==> config.mk <==
export PLATFORM = sky130hd
export DESIGN_NAME = spi_master
export DESIGN_NICKNAME = d
export VERILOG_FILES = /design/src/rtl/spi_master.sv
export SDC_FILE = /design/constraint.sdc
export NUM_CORES = 1
export LEC_CHECK = 0
export BUFFER_PORTS_ARGS = -buffer_cell sky130_fd_sc_hd__buf_2
export CORE_MARGIN = 4
export CORE_UTILIZATION = 55
export DETAILED_ROUTE_END_ITERATION = 6
export PLACE_DENSITY_LB_ADDON = 0.3
export SYNTH_ARGS = -nofsm -noshare
export SYNTH_HDL_FRONTEND = slang
export SYNTH_SLANG_ARGS = --single-unit
==> constraint.sdc <==
create_clock -name clk -period 2.3 [get_ports clk]
set_input_delay 0.46 -clock clk [delete_from_list [all_inputs] [get_ports clk]]
set_output_delay 0.46 -clock clk [all_outputs]
set_load 0.005 [all_outputs]
==> src/rtl/spi_master.sv <==
// -----------------------------------------------------------------------------
// spi_master
//
// Single-byte SPI master, mode 0 (CPOL=0, CPHA=0), MSB first.
// A request seen in IDLE with a non-zero slave select starts a transaction.
// One byte is shifted out on mosi while one byte is captured from miso.
// spi_clk runs at clk/2 during the transfer. On completion the received byte
// appears on data_out together with a one-cycle done pulse.
//
// Ports
//   clk       system clock, all state changes on the rising edge
//   rst       asynchronous reset, active low (0 = reset)
//   data_in   byte to transmit, sampled only when a transaction is accepted
//   start     level-sampled request, honoured only in IDLE with cs != 0
//   cs        one-hot slave select (N bits), latched at acceptance
//   spi_clk   registered SPI clock, idle low
//   mosi      registered serial data out, idle low
//   miso      serial data in from the selected slave (no synchronizer)
//   data_out  last received byte, held until the next completion
//   done      one-cycle pulse when data_out is updated
// -----------------------------------------------------------------------------
module spi_master #(
    parameter int N = 4
) (
    input  logic         clk,
    input  logic         rst,
    input  logic [7:0]   data_in,
    input  logic         start,
    input  logic [N-1:0] cs,
    output logic         spi_clk,
    output logic         mosi,
    input  logic         miso,
    output logic [7:0]   data_out,
    output logic         done
);

    localparam logic [0:0] IDLE     = 1'b0;
    localparam logic [0:0] TRANSFER = 1'b1;

    logic [0:0]   state_reg;
    logic [7:0]   tx_reg;
    logic [7:0]   rx_reg;
    logic [3:0]   bit_cnt_reg;
    logic         phase_reg;      // 0: next edge raises spi_clk, 1: next edge lowers it
    logic [N-1:0] cs_latched_reg;
    logic         spi_clk_reg;
    logic         mosi_reg;
    logic [7:0]   data_out_reg;
    logic         done_reg;

    logic         accept;
    logic         slave_sel;

    assign accept    = start && (cs != '0);
    // Acceptance guarantees a non-zero latched select; losing it mid-transfer
    // can only come from corruption, and then the transfer is dropped quietly.
    assign slave_sel = |cs_latched_reg;

    always_ff @(posedge clk or negedge rst) begin
        if (!rst) begin
            state_reg      <= IDLE;
            tx_reg         <= 8'h00;
            rx_reg         <= 8'h00;
            bit_cnt_reg    <= 4'd0;
            phase_reg      <= 1'b0;
            cs_latched_reg <= '0;
            spi_clk_reg    <= 1'b0;
            mosi_reg       <= 1'b0;
            data_out_reg   <= 8'h00;
            done_reg       <= 1'b0;
        end else begin
            // done is asserted only on the completing edge, so it self-clears.
            done_reg <= 1'b0;
            case (state_reg)
                IDLE: begin
                    if (accept) begin
                        state_reg      <= TRANSFER;
                        tx_reg         <= data_in;
                        mosi_reg       <= data_in[7];
                        bit_cnt_reg    <= 4'd0;
                        phase_reg      <= 1'b0;
                        cs_latched_reg <= cs;
                        spi_clk_reg    <= 1'b0;
                    end
                end
                TRANSFER: begin
                    if (!slave_sel) begin
                        state_reg   <= IDLE;
                        spi_clk_reg <= 1'b0;
                        mosi_reg    <= 1'b0;
                    end else if (!phase_reg) begin
                        // Rising SPI edge: sample miso, MSB arrives first.
                        spi_clk_reg <= 1'b1;
                        rx_reg      <= {rx_reg[6:0], miso};
                        bit_cnt_reg <= bit_cnt_reg + 4'd1;
                        phase_reg   <= 1'b1;
                    end else begin
                        // Falling SPI edge: present the next bit a full clk
                        // period ahead of the following rising edge.
                        spi_clk_reg <= 1'b0;
                        phase_reg   <= 1'b0;
                        if (bit_cnt_reg == 4'd8) begin
                            mosi_reg     <= 1'b0;
                            data_out_reg <= rx_reg;
                            done_reg     <= 1'b1;
                            state_reg    <= IDLE;
                        end else begin
                            tx_reg   <= {tx_reg[6:0], 1'b0};
                            mosi_reg <= tx_reg[6];
                        end
                    end
                end
                default: state_reg <= IDLE;
            endcase
        end
    end

    assign spi_clk  = spi_clk_reg;
    assign mosi     = mosi_reg;
    assign data_out = data_out_reg;
    assign done     = done_reg;

endmodule

==> metrics.yaml, run 1 <==
outcome:
  status: "finished clean"
floorplan:
  die-area_sq_mm: 0.00384
  start_util_pct: 57.6
  rows: 19
  die_y_microns: 62.0
  die_w_microns: 62.0
  ioPinCount: 27
  core_sq_mm: 0.00278
timing:
  finalCritPeriodShare_pct: 76.4
  period_needed_ns: 1.76
  finalSetupViolCount: 0
  relSlewSlack_pct: 48.5
  fin_tns_setup_ns: 0
  max_freq_mhz: 569
  rsz0062_at_grt: "no"
  final-hold-violation-count: 0
  worst_pin_slew_ns: 0.772
  slew_viol_final: 0
  skew_ns: 0.0119
routing:
  wl_met2_microns: 1420
  ant_nets: 0
  first_pass_iters: 4
  drt-met1-wl_microns: 1170
  drc: 0
  dr_wl_met3_microns: 145
  wire_per_inst_microns: 15.4
  via_per_inst: 5.58
  top_layer_used: "met4"
  num_vias: 1015
  finalWirelength_microns: 2800
  drtIter0Drc: 32
worst_setup_path:
  reg2reg_setup_slack_ns: 0.54
  cp_top_family: "simple AND/OR/NAND/NOR gates"
  slowest_stage: "dfrtp_1"
  worstSetupStartpoint: "bit_cnt_reg[0]"
  ff2ff_path_depth: 5
  slowest_delay_ns: 0.43
  crit_type: "reg2reg"
  cp.required_ns: 2.54
  crit_path_cell_trace: "inv_1 > ha_1 > nand3b_1 > nor3_4 > mux2_2"
  worstReg2RegStart: "bit_cnt_reg[0]"
  arrival_ns: 1.99
  rr_endpoint: "data_out[0]"
  critPathBufInv: 1
  cp_max_fo: 9
  cp-end-kind: "flop"
  start_kind: "flop"
power:
  comb_power_share_pct: 35.9
  p_clk_share_pct: 18.4
  intPower_mw: 1.63
  power_switching_mw: 0.859
  p_leak_nw: 0.903
  vdd_drop_max_mv: 0.911
  power_density_mw_per_mm2: 1360
  switching_share_pct: 34.5
  seqPwrFrac_pct: 45.7
  finalPower_mw: 2.49
cts:
  cts_hold_buf: 0
  clock_path_buffers: 2
  cts.clk_slew.worst_paths_ns: 0.12
  tritoncts: "yes"
  post_cts_resized: 0
  post_cts_buffers: 0
  clock-sinks: 36
  htreeDepth: 2
  root_buffer: "clkbuf_4"
  cts_buffers: 5
  clk_latency_ns: 0.35
min_path:
  hp-class: "in2async"
synth:
  ys.warnings.count: 0
  yosysUniqueCellTypes: 32
  synth_top_cell_by_area: "dfrtp_1"
  syn_inst: 120
  syn_area_per_cell_sq_um: 13.4
  synth_top_cell_area_share_pct: 56.2
  syn_area_sq_mm: 0.00160
  synth_nets: 138
  synth-seq-area-share_pct: 56.2
  synth.area.top_cells: "dfrtp_1 56%, mux2_2 12%, mux2i_1 3.7%"
  synth-seq-cells: 36
finish:
  fin_cells: 182
  drive_above_1_share_pct: 40.4
  area_growth_pct: 14.3
  diodes: 0
  final_common_cell: "dfrtp_1"
  final_nets: 168
  final_util_pct: 65.9
  fillerInstances: 224
  finalInstanceArea_sq_mm: 0.00183
  mostFrequentLayoutCells: "36 x dfrtp_1, 26 x buf_2, 17 x mux2_2"
placed_design:
  dp.final_hpwl_microns: 2030
  placed_area_sq_mm: 0.00175
  portBuffers: 26
  dp.cells: 174
  place_congestion: 0.830
global_routing:
  grt_pass1_vias: 1035
  grt_antenna_before_repair: 0
  grt_max_degree: 37
  grt_usage_pct: 16.8
  grt_overflow_total: 0
  grt_first_pass_wirelength_microns: 4600
flow_run:
  cap_violations: 0
-- worst reg2reg max path, stage by stage (launching register included) --
cell	delay [ns]
dfrtp_1	0.43
inv_1	0.07
ha_1	0.14
nand3b_1	0.19
nor3_4	0.42
mux2_2	0.39
-- area by class of cell --
type | instances | area, sq um | area share [%]
flip-flops and latches | 36 | 901 | 49.2
multi-input cells | 77 | 659 | 36.0
repair buffers | 27 | 138 | 7.51
clock inverters | 3 | 46.3 | 2.53
well taps | 31 | 38.8 | 2.12
clock buffers | 5 | 37.5 | 2.05
inverters | 3 | 11.3 | 0.615
-- logic make-up after synthesis --
| logic type | count (synthesis) | share of synthesized area [%] |
|---|---|---|
| AOI/OAI and AO/OA | 20 | 10.4 |
| xor gates and xnor gates | 1 | 0.547 |
| adders and majority gates | 2 | 1.56 |
| buffers and inverters | 7 | 2.65 |
| DFF | 36 | 56.2 |
| muxes | 27 | 19.4 |
| and+or+nand+nor | 27 | 9.21 |
-- synthesized netlist by cell type --
cell type  count
buf_2          1
o21bai_1       2
a32oi_2        1
inv_1          3
a21oi_1        2
clkbuf_1       1
or4_4          1
buf_6          2
a22o_1         1
mux2_2        17
o41ai_1        1
mux2_4         4
o22a_1         1
nand3b_1       2
o41ai_4        1
dfrtp_1       36
nand4b_1       1
xnor2_1        1
ha_1           2
nor2_4         1
mux2i_1        6
o31ai_1        1
nor2_1         5
o211ai_1       1
nor3_4         1
o41a_1         1
a21o_1         2
nand3_1        1
o21ai_0        6
nor2b_1        1
and2_1         1
nand2_1       13
-- metal layers --
metal | vias up | GRT usage, %
met2 | 21 | 27.5
li1 | 486 | -
met3 | 6 | 6.20
met4 | 0 | 7.27
met1 | 502 | 19.7
met5 | - | 0
-- per-stage QoR --
stage,setup WS (ns),hold WS (ns)
5_1_grt,0.396,0.211
6_report,0.543,0.171
3_5_place_dp,0.372,0.465
2_1_floorplan,0.616,0.164
3_3_place_gp,0.438,0.454
4_1_cts,0.525,0.185
-- how the worst max path moves through the flow --
stage | slack (ns) | cells after the start | to
floorplan | 0.62 | 4 | cs_latched_reg[0]
global placement | 0.44 | 4 | tx_reg[4]
detailed placement | 0.37 | 4 | tx_reg[4]
CTS | 0.53 | 5 | data_out[0]
global route | 0.40 | 5 | tx_reg[2]
finish | 0.54 | 5 | data_out[0]
-- power by group through the flow --
stage	logic [mW]	clock network, mW	registers [mW]
6_report	0.893	0.457	1.14
5_1_grt	1.01	0.498	1.17
4_1_cts	0.911	0.472	1.14
3_5_place_dp	0.905	0	1.15
3_3_place_gp	0.861	0	1.13
2_1_floorplan	0.732	0	1.10
Power figures use the tool's default switching activity.
==> inputs of run 2 (changes only) <==
- ABC_AREA: not set -> 1
- clock period: 2.3 -> 1.8 ns (I/O delays scaled with it)
==> run 2 against run 1 <==
Design area increased by 1.4%. Utilization grew 0.33 points. Register-to-register slack worse by 0.27 ns. Count of clock-buffer cells in the layout increased by 1. Sequential share of layout area is 0.66 points lower. Synthesized area increased by 2.8%. Fmax is 15% higher. Routed wire length grew 12%. Via count is 29% higher. Critical path type unchanged.
==> metrics.yaml, run 2 <==
outcome:
  status: "finished clean"
floorplan:
  rows: 19  # unchanged
  start_util_pct: 58.7  # +1.1 points
  die-area_sq_mm: 0.00394  # +2.5%
  ioPinCount: 27  # unchanged
  core_sq_mm: 0.00281  # +0.85%
  die_y_microns: 62.7  # +1.2%
  die_w_microns: 62.7  # +1.2%
routing:
  drtIter0Drc: 74  # +130%
  via_per_inst: 5.09  # -8.7%
  num_vias: 1314  # +29%
  drc: 0  # unchanged
  wire_per_inst_microns: 12.1  # -21%
  first_pass_iters: 4  # unchanged
  finalWirelength_microns: 3130  # +12%
  ant_nets: 0  # unchanged
timing:
  hold_ws_ns: 0.0417  # -0.130 ns
  relSlewSlack_pct: 70.8  # +22 points
  worst_pin_slew_ns: 0.438  # -0.334 ns
  skew_ns: 0.00973  # -0.00221 ns
  rsz0062_at_grt: "no"
  finalSetupViolCount: 0  # unchanged
  max_freq_mhz: 655  # +15%
  finalCritPeriodShare_pct: 84.9  # +8.5 points
  final-hold-violation-count: 0  # unchanged
  period_needed_ns: 1.53  # -0.229 ns
  slew_viol_final: 0  # unchanged
  fin_tns_setup_ns: 0  # unchanged
worst_setup_path:
  cp-end-kind: "flop"
  crit_type: "reg2reg"
  slowest_delay_ns: 0.42  # about the same
  endpoint: "data_out[2]"
  worstSetupStartpoint: "bit_cnt_reg[0]"
  critPathBufInv: 1  # unchanged
  cp_top_family: "simple AND/OR/NAND/NOR gates"
  start_kind: "flop"
  cp_max_fo: 14  # +5
  worstReg2RegStart: "bit_cnt_reg[0]"
  crit_path_cell_trace: "inv_1 > ha_1 > nand2_2 > nor2_4 > nand2_4 > nor2_8 > nand2_1 > o21a_1"
  ff2ff_path_depth: 8  # +3
  cp.required_ns: 2.03  # -0.51 ns
  rr_endpoint: "data_out[2]"
  slowest_stage: "dfrtp_1"
  crit_cells: 8  # +3
  arrival_ns: 1.75  # -0.24 ns
  reg2reg_setup_slack_ns: 0.27  # -0.27 ns
synth:
  muxShareOfSynthArea_pct: 0  # -19 points
  syn_area_sq_mm: 0.00165  # +2.8%
  synth.area.top_cells: "dfrtp_1 55%, nand2_1 18%, nand3_1 6.7%"
  synth-seq-cells: 36  # unchanged
  synthAdderAreaFrac_pct: 1.52  # -0.043 points
  yosys.area_share.simple_pct: 30.6  # +21 points
  synth-compound-area-share_pct: 6.53  # -3.9 points
  synth_common_cells: "78 x nand2_1, 36 x dfrtp_1, 22 x nand3_1, 11 x inv_1, 10 x o21ai_1"
  ys.flop_type: "dfrtp_1"
  synth_top_cell_area_share_pct: 54.7  # -1.5 points
  synth_top_family_by_area: "simple AND/OR/NAND/NOR gates"
  synth_top_cell_by_area: "dfrtp_1"
  syn_area_per_cell_sq_um: 8.45  # -37%
  synthXorXnorAreaFrac_pct: 1.06  # +0.52 points
  ys.warnings.count: 0  # unchanged
  yosysUniqueCellTypes: 20  # -38%
  syn_inst: 195  # +63%
  synthArstFlopShare_pct: 100  # unchanged
  synth_edf_count: 0  # unchanged
  synth_nets: 213  # +54%
  synth-seq-area-share_pct: 54.7  # -1.5 points
  synth.most_common_cell: "nand2_1"
finish:
  drive_above_1_share_pct: 20.7  # -20 points
  diodes: 0  # unchanged
  area_growth_pct: 12.7
  final_common_cell: "nand2_1"
  final_nets: 245  # +46%
  mostFrequentLayoutCells: "78 x nand2_1, 36 x dfrtp_1, 26 x buf_2"
cts:
  clk_latency_ns: 0.34  # about the same
  cts.clk_slew.worst_paths_ns: 0.10  # -0.02 ns
  post_cts_buffers: 0  # unchanged
  clock_path_buffers: 2  # unchanged
  clock-sinks: 36  # unchanged
  htreeDepth: 2  # unchanged
  cts_buffers: 5  # unchanged
  tritoncts: "yes"
  post_cts_resized: 0  # unchanged
  cts_hold_buf: 0  # unchanged
  root_buffer: "clkbuf_4"
global_routing:
  grt_usage_pct: 18.3  # +1.5 points
  grt_max_degree: 37  # unchanged
  grt_overflow_total: 0  # unchanged
  grt_first_pass_wirelength_microns: 5630  # +22%
  grt_pass1_vias: 1277  # +23%
  grt_antenna_before_repair: 0  # unchanged
power:
  power_density_mw_per_mm2: 1620  # +19%
  seqPwrFrac_pct: 44.2  # -1.5 points
  intPower_mw: 1.75  # +7.3%
  switching_share_pct: 41.9  # +7.4 points
  p_clk_share_pct: 12.8  # -5.6 points
  vdd_drop_max_mv: 0.852  # -6.5%
  p_leak_nw: 1.05  # +16%
  power_switching_mw: 1.26  # +47%
  comb_power_share_pct: 43.0  # +7.1 points
placed_design:
  place_congestion: 0.821  # -1.1%
  dp.final_hpwl_microns: 2280  # +13%
  portBuffers: 26  # unchanged
min_path:
  hp-class: "in2async"
flow_run:
  cap_violations: 0  # unchanged
## run 2: metal layers
metal	up-vias	global-route usage, %	wire [microns]
li1	678	-	-
met1	586	22.9	1420
met2	45	29.2	1450
met3	5	5.04	206
met4	0	9.09	48
met5	-	0	0
## run 2: logic make-up after synthesis
group / after synthesis
simple gates: 116
flops: 36
buf+inv: 20
compound gates: 19
xor+xnor: 2
fa+ha+maj: 2
## run 2: power by group through the flow
stage / combinational [mW] / sequential (mW) / clock [mW]
after global placement: 1.24 / 1.33 / 0
after CTS: 1.30 / 1.33 / 0.404
after detailed placement: 1.29 / 1.34 / 0
after global routing: 1.49 / 1.37 / 0.439
after floorplan: 0.945 / 1.32 / 0
final: 1.29 / 1.33 / 0.385
## run 2: final cells by class
type	instances	area, sq um
multi-input combinational	139	654
tap	31	38.8
fill	223	948
timing repair buffer	30	160
clock inverter	1	5.00
sequential	36	901
inverter	15	56.3
clock buffer	6	41.3
## run 2: how the worst min path moves through the flow
stage,from,cells past startpoint,slack [ns],endpoint
after floorplan,rst,0,0.06,bit_cnt_reg[0]
after global placement,rst,2,0.41,tx_reg[3]
after detailed placement,rst,2,0.42,tx_reg[3]
after CTS,rst,2,0.04,tx_reg[6]
after global routing,rst,2,0.07,tx_reg[5]
final,rst,2,0.04,tx_reg[6]
## run 2: stage by stage
stage | power [mW] | utilization [%] | cell area (sq um) | cells | setup WS [ns]
final | 3.01 | 66.2 | 1860 | 258 | 0.272
after global routing | 3.30 | 66.2 | 1860 | 258 | 0.124
after CTS | 3.04 | 66.2 | 1860 | 258 | 0.266
after detailed placement | 2.63 | 64.5 | 1810 | 251 | 0.306
after global placement | 2.57 | 64.5 | 1810 | 251 | 0.405
after floorplan | 2.27 | - | 1650 | 195 | 0.428
